==> src/rtl/ram_arbiter_pkg.sv <==
// Shared types, strobe encodings and helpers for the dual-port RAM arbiter.
package ram_arb_pkg;

    localparam int N_PORTS = 2;

    localparam logic [3:0] WE_WORD = 4'b1111;
    localparam logic [3:0] WE_HALF = 4'b0011;
    localparam logic [3:0] WE_BYTE = 4'b0001;
    localparam logic [3:0] WE_NONE = 4'b0000;

    typedef enum logic [0:0] {
        IDLE  = 1'b0,
        BURST = 1'b1
    } arb_state_e;

    function automatic logic [31:0] word_align(input logic [31:0] addr);
        return {addr[31:2], 2'b00};
    endfunction

endpackage

==> src/rtl/ram_arbiter_if.sv <==
// Bundle of both requester ports and the RAM-side bus; slave = arbiter, master = environment.
interface ram_arbiter_if;
    import ram_arb_pkg::*;

    logic [N_PORTS-1:0]       p_req_i;
    logic [N_PORTS-1:0]       p_burst_i;
    logic [N_PORTS-1:0][3:0]  p_we_i;
    logic [N_PORTS-1:0][31:0] p_addr_i;
    logic [N_PORTS-1:0][31:0] p_wdata_i;
    logic [N_PORTS-1:0]       p_gnt_o;
    logic [N_PORTS-1:0]       p_rvalid_o;
    logic [31:0]              p_rdata_o;
    logic                     ram_en_o;
    logic [3:0]               ram_we_o;
    logic [31:0]              ram_addr_o;
    logic [31:0]              ram_din_o;
    logic [31:0]              ram_dout_i;

    modport slave (
        input  p_req_i, p_burst_i, p_we_i, p_addr_i, p_wdata_i, ram_dout_i,
        output p_gnt_o, p_rvalid_o, p_rdata_o, ram_en_o, ram_we_o, ram_addr_o, ram_din_o
    );

    modport master (
        output p_req_i, p_burst_i, p_we_i, p_addr_i, p_wdata_i, ram_dout_i,
        input  p_gnt_o, p_rvalid_o, p_rdata_o, ram_en_o, ram_we_o, ram_addr_o, ram_din_o
    );

endinterface

==> src/rtl/ram_arbiter_rr_arb2.sv <==
// Combinational two-way round-robin pick; ptr_i is the index of the last winner.
module rr_arb2 (
    input  logic [1:0] req_i,
    input  logic       ptr_i,
    output logic [1:0] gnt_o
);

    // On contention the port that did not win last time goes first.
    always_comb begin
        gnt_o = 2'b00;
        case (req_i)
            2'b01:   gnt_o = 2'b01;
            2'b10:   gnt_o = 2'b10;
            2'b11:   gnt_o = ptr_i ? 2'b01 : 2'b10;
            default: gnt_o = 2'b00;
        endcase
    end

endmodule

==> src/rtl/ram_arbiter.sv <==
// Two-port single-RAM arbiter; define RAM_ARB_BURST_EN to compile in fixed-length bursts.
module ram_arbiter
    import ram_arb_pkg::*;
#(
    parameter int BURST_LEN = 4
) (
    input  logic         clk,
    input  logic         rst_i,
    ram_arbiter_if.slave bus
);

    logic [1:0]  rr_gnt;
    logic        win;
    logic        first_beat;
    logic        align_first;
    logic [1:0]  gnt;
    logic [3:0]  we;
    logic [31:0] addr;
    logic [31:0] din;
    logic        ptr_q, ptr_d;
    logic [1:0]  rvalid_q, rvalid_d;
    logic [31:0] rdata_q, rdata_d;

    rr_arb2 u_rr_arb2 (
        .req_i (bus.p_req_i),
        .ptr_i (ptr_q),
        .gnt_o (rr_gnt)
    );

    assign win = rr_gnt[1];

`ifdef RAM_ARB_BURST_EN
    localparam int CW = $clog2(BURST_LEN);

    arb_state_e  state_q, state_d;
    logic        owner_q, owner_d;
    logic [31:0] base_q, base_d;
    logic [3:0]  we_q, we_d;
    logic [CW-1:0] cnt_q, cnt_d;

    assign first_beat  = (state_q == IDLE) && (rr_gnt != 2'b00);
    assign align_first = bus.p_burst_i[win];

    // Burst context and FSM state register.
    always_ff @(posedge clk or posedge rst_i) begin
        if (rst_i) begin
            state_q <= IDLE;
            owner_q <= 1'b0;
            base_q  <= 32'h0000_0000;
            we_q    <= WE_NONE;
            cnt_q   <= '0;
        end else begin
            state_q <= state_d;
            owner_q <= owner_d;
            base_q  <= base_d;
            we_q    <= we_d;
            cnt_q   <= cnt_d;
        end
    end

    // Next state: open a burst on a qualified first grant, close it on the last beat or an owner drop.
    always_comb begin
        state_d = state_q;
        owner_d = owner_q;
        base_d  = base_q;
        we_d    = we_q;
        cnt_d   = cnt_q;
        case (state_q)
            IDLE: begin
                if (first_beat && bus.p_burst_i[win]) begin
                    state_d = BURST;
                    owner_d = win;
                    base_d  = word_align(bus.p_addr_i[win]);
                    we_d    = bus.p_we_i[win];
                    cnt_d   = CW'(1);
                end else begin
                    state_d = IDLE;
                end
            end
            BURST: begin
                if (!bus.p_req_i[owner_q]) begin
                    state_d = IDLE;
                    cnt_d   = '0;
                end else if (cnt_q == CW'(BURST_LEN - 1)) begin
                    state_d = IDLE;
                    cnt_d   = '0;
                end else begin
                    cnt_d   = cnt_q + CW'(1);
                end
            end
            default: begin
                state_d = IDLE;
                cnt_d   = '0;
            end
        endcase
    end
`else
    logic unused_cfg;

    assign first_beat  = (rr_gnt != 2'b00);
    assign align_first = 1'b0;
    assign unused_cfg  = (^bus.p_burst_i) ^ (BURST_LEN > 1);
`endif

    // Beat issue: the burst owner has the RAM, otherwise the round-robin winner; reset forces silence.
    always_comb begin
        gnt  = 2'b00;
        we   = WE_NONE;
        addr = 32'h0000_0000;
        din  = 32'h0000_0000;
        if (rst_i) begin
            gnt = 2'b00;
`ifdef RAM_ARB_BURST_EN
        end else if (state_q == BURST) begin
            if (bus.p_req_i[owner_q]) begin
                gnt[owner_q] = 1'b1;
                we   = we_q;
                addr = base_q + {{(30 - CW){1'b0}}, cnt_q, 2'b00};
                din  = bus.p_wdata_i[owner_q];
            end else begin
                gnt = 2'b00;
            end
`endif
        end else if (first_beat) begin
            gnt  = rr_gnt;
            we   = bus.p_we_i[win];
            addr = align_first ? word_align(bus.p_addr_i[win]) : bus.p_addr_i[win];
            din  = bus.p_wdata_i[win];
        end else begin
            gnt = 2'b00;
        end
    end

    assign ptr_d    = first_beat ? win : ptr_q;
    assign rvalid_d = (we == WE_NONE) ? gnt : 2'b00;
    assign rdata_d  = ((gnt != 2'b00) && (we == WE_NONE)) ? bus.ram_dout_i : rdata_q;

    // Round-robin pointer and read-return registers.
    always_ff @(posedge clk or posedge rst_i) begin
        if (rst_i) begin
            ptr_q    <= 1'b1;
            rvalid_q <= 2'b00;
            rdata_q  <= 32'h0000_0000;
        end else begin
            ptr_q    <= ptr_d;
            rvalid_q <= rvalid_d;
            rdata_q  <= rdata_d;
        end
    end

    assign bus.p_gnt_o    = gnt;
    assign bus.p_rvalid_o = rvalid_q;
    assign bus.p_rdata_o  = rdata_q;
    assign bus.ram_en_o   = (gnt != 2'b00);
    assign bus.ram_we_o   = we;
    assign bus.ram_addr_o = addr;
    assign bus.ram_din_o  = din;

endmodule

==> src/flat_wrapper.sv <==
// flat-port wrapper written by rule: the top's interface ports become plain ports
module ram_arbiter_flat import ram_arb_pkg::*;
#(
    parameter int BURST_LEN = 4
)
  (clk, rst_i, bus_p_req_i, bus_p_burst_i, bus_p_we_i, bus_p_addr_i, bus_p_wdata_i, bus_ram_dout_i, bus_p_gnt_o, bus_p_rvalid_o, bus_p_rdata_o, bus_ram_en_o, bus_ram_we_o, bus_ram_addr_o, bus_ram_din_o);
  ram_arbiter_if bus_i ();
  input  logic clk;
  input  logic rst_i;
  input wire logic [$bits(bus_i.p_req_i)-1:0] bus_p_req_i;
  input wire logic [$bits(bus_i.p_burst_i)-1:0] bus_p_burst_i;
  input wire logic [$bits(bus_i.p_we_i)-1:0] bus_p_we_i;
  input wire logic [$bits(bus_i.p_addr_i)-1:0] bus_p_addr_i;
  input wire logic [$bits(bus_i.p_wdata_i)-1:0] bus_p_wdata_i;
  input wire logic [$bits(bus_i.ram_dout_i)-1:0] bus_ram_dout_i;
  output wire logic [$bits(bus_i.p_gnt_o)-1:0] bus_p_gnt_o;
  output wire logic [$bits(bus_i.p_rvalid_o)-1:0] bus_p_rvalid_o;
  output wire logic [$bits(bus_i.p_rdata_o)-1:0] bus_p_rdata_o;
  output wire logic [$bits(bus_i.ram_en_o)-1:0] bus_ram_en_o;
  output wire logic [$bits(bus_i.ram_we_o)-1:0] bus_ram_we_o;
  output wire logic [$bits(bus_i.ram_addr_o)-1:0] bus_ram_addr_o;
  output wire logic [$bits(bus_i.ram_din_o)-1:0] bus_ram_din_o;
  assign bus_i.p_req_i = bus_p_req_i;
  assign bus_i.p_burst_i = bus_p_burst_i;
  assign bus_i.p_we_i = bus_p_we_i;
  assign bus_i.p_addr_i = bus_p_addr_i;
  assign bus_i.p_wdata_i = bus_p_wdata_i;
  assign bus_i.ram_dout_i = bus_ram_dout_i;
  assign bus_p_gnt_o = bus_i.p_gnt_o;
  assign bus_p_rvalid_o = bus_i.p_rvalid_o;
  assign bus_p_rdata_o = bus_i.p_rdata_o;
  assign bus_ram_en_o = bus_i.ram_en_o;
  assign bus_ram_we_o = bus_i.ram_we_o;
  assign bus_ram_addr_o = bus_i.ram_addr_o;
  assign bus_ram_din_o = bus_i.ram_din_o;
  ram_arbiter #(.BURST_LEN(BURST_LEN)) u_core (.clk(clk), .rst_i(rst_i), .bus(bus_i));
endmodule
==> config.mk <==
export PLATFORM = sky130hd
export DESIGN_NAME = ram_arbiter_flat
export DESIGN_NICKNAME = d
export VERILOG_FILES = /design/src/rtl/ram_arbiter_pkg.sv /design/src/rtl/ram_arbiter_if.sv /design/src/rtl/ram_arbiter_rr_arb2.sv /design/src/rtl/ram_arbiter.sv /design/src/flat_wrapper.sv
export SDC_FILE = /design/constraint.sdc
export NUM_CORES = 1
export LEC_CHECK = 0
export CORE_AREA = 2 2 109 111
export DETAILED_ROUTE_END_ITERATION = 16
export DIE_AREA = 0 0 111 113
export PLACE_DENSITY = 0.68
export SLEW_MARGIN = 40
export SYNTH_ARGS = -nofsm -noshare
export SYNTH_HDL_FRONTEND = slang
export SYNTH_SLANG_ARGS = --single-unit
==> constraint.sdc <==
create_clock -name clk -period 2.4 [get_ports clk]
set_input_delay 0.48 -clock clk [delete_from_list [all_inputs] [get_ports clk]]
set_output_delay 0.48 -clock clk [all_outputs]
set_load 0.01 [all_outputs]
* Word level (Yosys, flattened, before mapping)
Index checks and enable logic that the tools add are counted.
** Word-level totals
- Flip-flop bits (word level) :: 35
- Input bits :: 174
- Output and inout bits :: 105
- Word-level logic and storage cells :: 28
** Cells by class
- Magnitude comparators :: 1
- Equal/unequal tests :: 3
- Multiplexer cells :: 17
- Reductions and logical operators :: 4
** Operators with widths (count)
- $mux 32 :: 8
- $mux 4 :: 4
- $mux 2 :: 4
- $pmux 2 s3 :: 1
- $eq 2x2->1 const B :: 2
- $logic_not 4->1 :: 1
- $reduce_bool 2->1 :: 2
- $eq 2x1->1 const B :: 1
- $lt 1x2->1 const B :: 1
- $logic_and 1x1->1 :: 1

* Longest topological paths before layout
- Word-level depth :: 8
- Mapped depth :: 6
- Depth with buffers taken out :: 4

* Hierarchy
From an unflattened synthesis, not the netlist that was laid out.
** Second synthesis, totals
- Cells, all modules :: 243
- Area total of the unflattened synthesis :: 2398.6 µm²
** Modules (own cells, without submodules)
- ram_arbiter :: instances 1, cells each 240, area each 2379.8 µm²
- rr_arb2 :: instances 1, cells each 3, area each 18.8 µm²

* Least setup slack after synthesis
Ideal clock, no wire load.
- Path type :: input to output
- From :: input port rst_i
- To :: output port bus_ram_addr_o[11]
- Data arrival time :: 2.203 ns
- Required time :: 1.920 ns
- Slack :: -0.283 ns
- Stages :: 5
- Buffers on the path :: 2
- Cell sequence :: inv_1 o21ai_0 clkbuf_1 clkbuf_1 a21oi_1
** On the way
- Word-level cells in the longest chain between the ends :: 1
** Ends and longest elaborated chain
- from (decl) :: RTL line flat_wrapper.sv:9 : input logic rst_i;
- $mux 32 :: RTL line ram_arbiter.sv:111 : if (rst_i) begin
- to (decl) :: RTL line flat_wrapper.sv:21 : output wire logic [$bits(bus_i.ram_addr_o)-1:0] bus_ram_addr_o;
No other way between the ends.

* Worst setup path in the final report
- From :: input port bus_p_req_i[0]
- To :: output port bus_ram_din_o[16]
** On the way
- Word-level cells in the longest chain between the ends :: 6
- Elaborated cells on any way between the ends :: 9
- Those cells by class :: eq/ne (3); mux (5); reduce/logical (1)
** Ends and longest elaborated chain
- from (decl) :: RTL line flat_wrapper.sv:10 : input wire logic [$bits(bus_i.p_req_i)-1:0] bus_p_req_i;
- $eq 2x2->1 or $eq 2x1->1 (tied branches) :: RTL line ram_arbiter_rr_arb2.sv:11 : case (req_i)
- $pmux 2 s3 * :: RTL line ram_arbiter_rr_arb2.sv:11
- $mux 32 (not written as such) (2 in series) :: RTL line ram_arbiter.sv:128 : din = bus.p_wdata_i[win];
- $mux 32 * :: RTL line ram_arbiter.sv:124 : end else if (first_beat) begin
- $mux 32 * :: RTL line ram_arbiter.sv:111
- to (decl) :: RTL line flat_wrapper.sv:22 : output wire logic [$bits(bus_i.ram_din_o)-1:0] bus_ram_din_o;
Every way passes the cells marked *; elsewhere a longest branch is shown, timed or not. The select of a mux whose other input is x is not followed.

==> metrics <==
status=finished, final reports clean; Vias=about 3300; share of layout cells above drive strength 1=13.3%; Worst-Skew Late Latency=~0.28 ns; leakage=between 2 and 3 nW; Setup TNS=0 ns; combinational power share=between 40% and 50%; initial antenna violation count=0; DP HPWL=10.0 mm; fmax=0.428 GHz; fin crit period=2.33 ns; CTS Buf Count=5; Synth Register Bits=35; Hold Fails Final Rpt=0; Clock Tree Buf Depth=2; chip width=111 µm; Slew Limit Fails=0; delay of the slowest critical-path stage=~0.35 ns; Worst setup SP type=input port; cell area after layout=5780 µm²; num ports=279; TritonCTS clock tree=done; WL/cell=17.3 µm; core area=roughly 11000 µm²; P&R area growth vs syn=136%; kind of critical path=in -> out; Clock Skew=0.00622 ns; Antenna Nets Post-Route=0; GR Overflow Total=0; largest net degree at the start of global routing=36; Root Buffer=clkbuf_16; Final period util=~97%; Max Cap Violations=0; sequential group share of total power=27.6%; Row Count=39; Final Util=51.2%; Area after DPL=5480 µm²; synth unique cells=26; Yosys warnings=0; Sw Share=about 29%; drt drc=0; DR vias/cell=4.47; Psw=between 0.9 and 1 mW; Port Buffers=approximately 280; Final nets=769; CTS clock-pin slew for the worst setup and hold paths=0.06 ns; Synth Area per Inst=7.81 µm²; post-synthesis sequential area ratio=35.8%; Internal Power=2.33 mW; Syn Nets=488; Cells after Synth=314; DRT iter0 DRCs=138; clk sinks=35; routed wire length=12.8 mm; clock power share=between 20% and 30%; H-tree levels=2; Max-slew headroom=71.4%; most common cell after layout, fill and taps aside=clkdlybuf4s50_1; Max IR drop VDD=0.000576 V; final setup fails=0; min-delay worst type=reg -> reg; commonest non-fill, non-tap cells in the layout=clkdlybuf4s50_1, nand2_1, dlygate4sd2_1; worst-path cell chain=clkdlybuf4s15_1 > buf_4 > o21ai_4 > bufbuf_16 > a21oi_1 > dlygate4sd2_1; Critical Path RT=between 1.5 and 2 ns; Total GRT Usage=19.6%; die footprint=12500 µm²; RSZ-0062 raised after global routing=true; CP max-delay cell=bufbuf_16; router iterations before antenna repair=4; Netlist Area Pre-Place=approximately 2500 µm²; cts hold-fix bufs=0; Final Wtd Congestion=0.870; first-pass GRT wire length=around 19 mm; # diodes=0; Critical Path AT=1.85 ns; number of global-route vias before repair=3481; power per cell area=565 nW/µm²; Starting Density=21.8%; height of the die=approximately 110 µm; Crit. End Element=output pin; Hold WS=between 0.5 and 0.6 ns; Slew @ Worst Pin=approximately 0.43 ns; Crit Path Max Fanout=20
through the flow:
stage	instances	setup WS, ns	total power, mW
floorplan	314	0.0417	1.53
global placement	722	-0.471	2.50
detailed placement	722	-0.483	2.53
CTS	738	0.000638	3.31
global route	739	-0.0367	3.44
finish	739	0.0657	3.27
cell type report:
cell class	count	area, µm²
inverters	3	15.0
multi-input cells	250	1490
clock buffers	5	125
fillers	1091	5500
well taps	143	179
flip-flops and latches	35	877
repair buffers	300	3050
clock inverters	3	47.5
synth_stat cells:
cell type	count	area share, %
o2bb2ai_1	1	0.36
a32oi_1	3	1.1
nor2b_1	1	0.26
a21boi_1	1	0.31
mux2_2	2	0.92
inv_1	3	0.46
clkbuf_1	19	2.9
a21bo_2	1	0.41
nand2b_1	1	0.26
dfrtp_1	34	35
a21oi_1	64	13
mux2_4	30	18
o21ai_0	2	0.41
nor2_1	7	1.1
and2_1	1	0.26
a22oi_1	1	0.31
buf_2	3	0.61
buf_6	3	1.4
nand3_2	1	0.41
or3_1	1	0.26
a221oi_2	1	0.61
buf_1	1	0.15
nor3_1	1	0.20
dfstp_2	1	1.1
o211ai_1	1	0.31
nand2_1	130	20
final timing paths:
check,from,end,slack [ns],cells after the start
hold / removal,u_core.bus.p_rdata_o[15],u_core.bus.p_rdata_o[15],0.51,1
setup reg to reg,u_core.ptr_q,u_core.bus.p_rdata_o[21],0.14,8
setup / recovery,bus_p_req_i[0],bus_ram_din_o[16],0.07,6
min in group asynchronous,rst_i,u_core.bus.p_rvalid_o[0],0.55,3
max in group asynchronous,rst_i,u_core.ptr_q,1.53,3
hold reg to reg,u_core.bus.p_rdata_o[15],u_core.bus.p_rdata_o[15],0.51,1
registers in the layout, summed over array words and instances, names as in the netlist:
name and count:
u_core.bus.p_rdata_o 32, u_core.ptr_q 1, u_core.bus.p_rvalid_o 2
layer usage:
metal | global-route usage [%] | up-vias | wire (µm)
met4 | 4.92 | 0 | 223
met3 | 5.25 | 13 | 1090
met5 | 0 | - | 0
met2 | 37.1 | 169 | 6700
li1 | - | 1602 | -
met1 | 21.8 | 1518 | 4810
power groups by stage:
stage | combinational, mW | sequential, mW | clock (mW)
after floorplan | 0.539 | 0.992 | 0
after global placement | 1.60 | 0.892 | 0
after detailed placement | 1.62 | 0.908 | 0
after CTS | 1.64 | 0.903 | 0.761
after global routing | 1.73 | 0.924 | 0.784
final | 1.63 | 0.901 | 0.740
cell families (layout without fill, tap and decap cells):
kind of cell	after synthesis	in the layout	share of synthesized area [%]
AOI/OAI and AO/OA	75	75	16.8
DFF	35	35	35.8
and+or+nand+nor	143	143	22.6
muxes	32	32	19.3
buffers and inverters	29	311	5.51
worst max-delay path, delay by kind of cell:
| family | cells | cell delay [ns] |
|---|---|---|
| AO/OA/AOI/OAI | 2 | 0.27 |
| buffers and inverters | 4 | 1.09 |
timing repair:
item | CTS | global route
pin swaps | 1 | 1
gates resized for setup | 92 | 4
setup buffers | 3 | 1
endpoints found under the setup margin | 71 | 44
cloned | 5 | 0
Note: power is estimated with default switching activity, not from simulation.
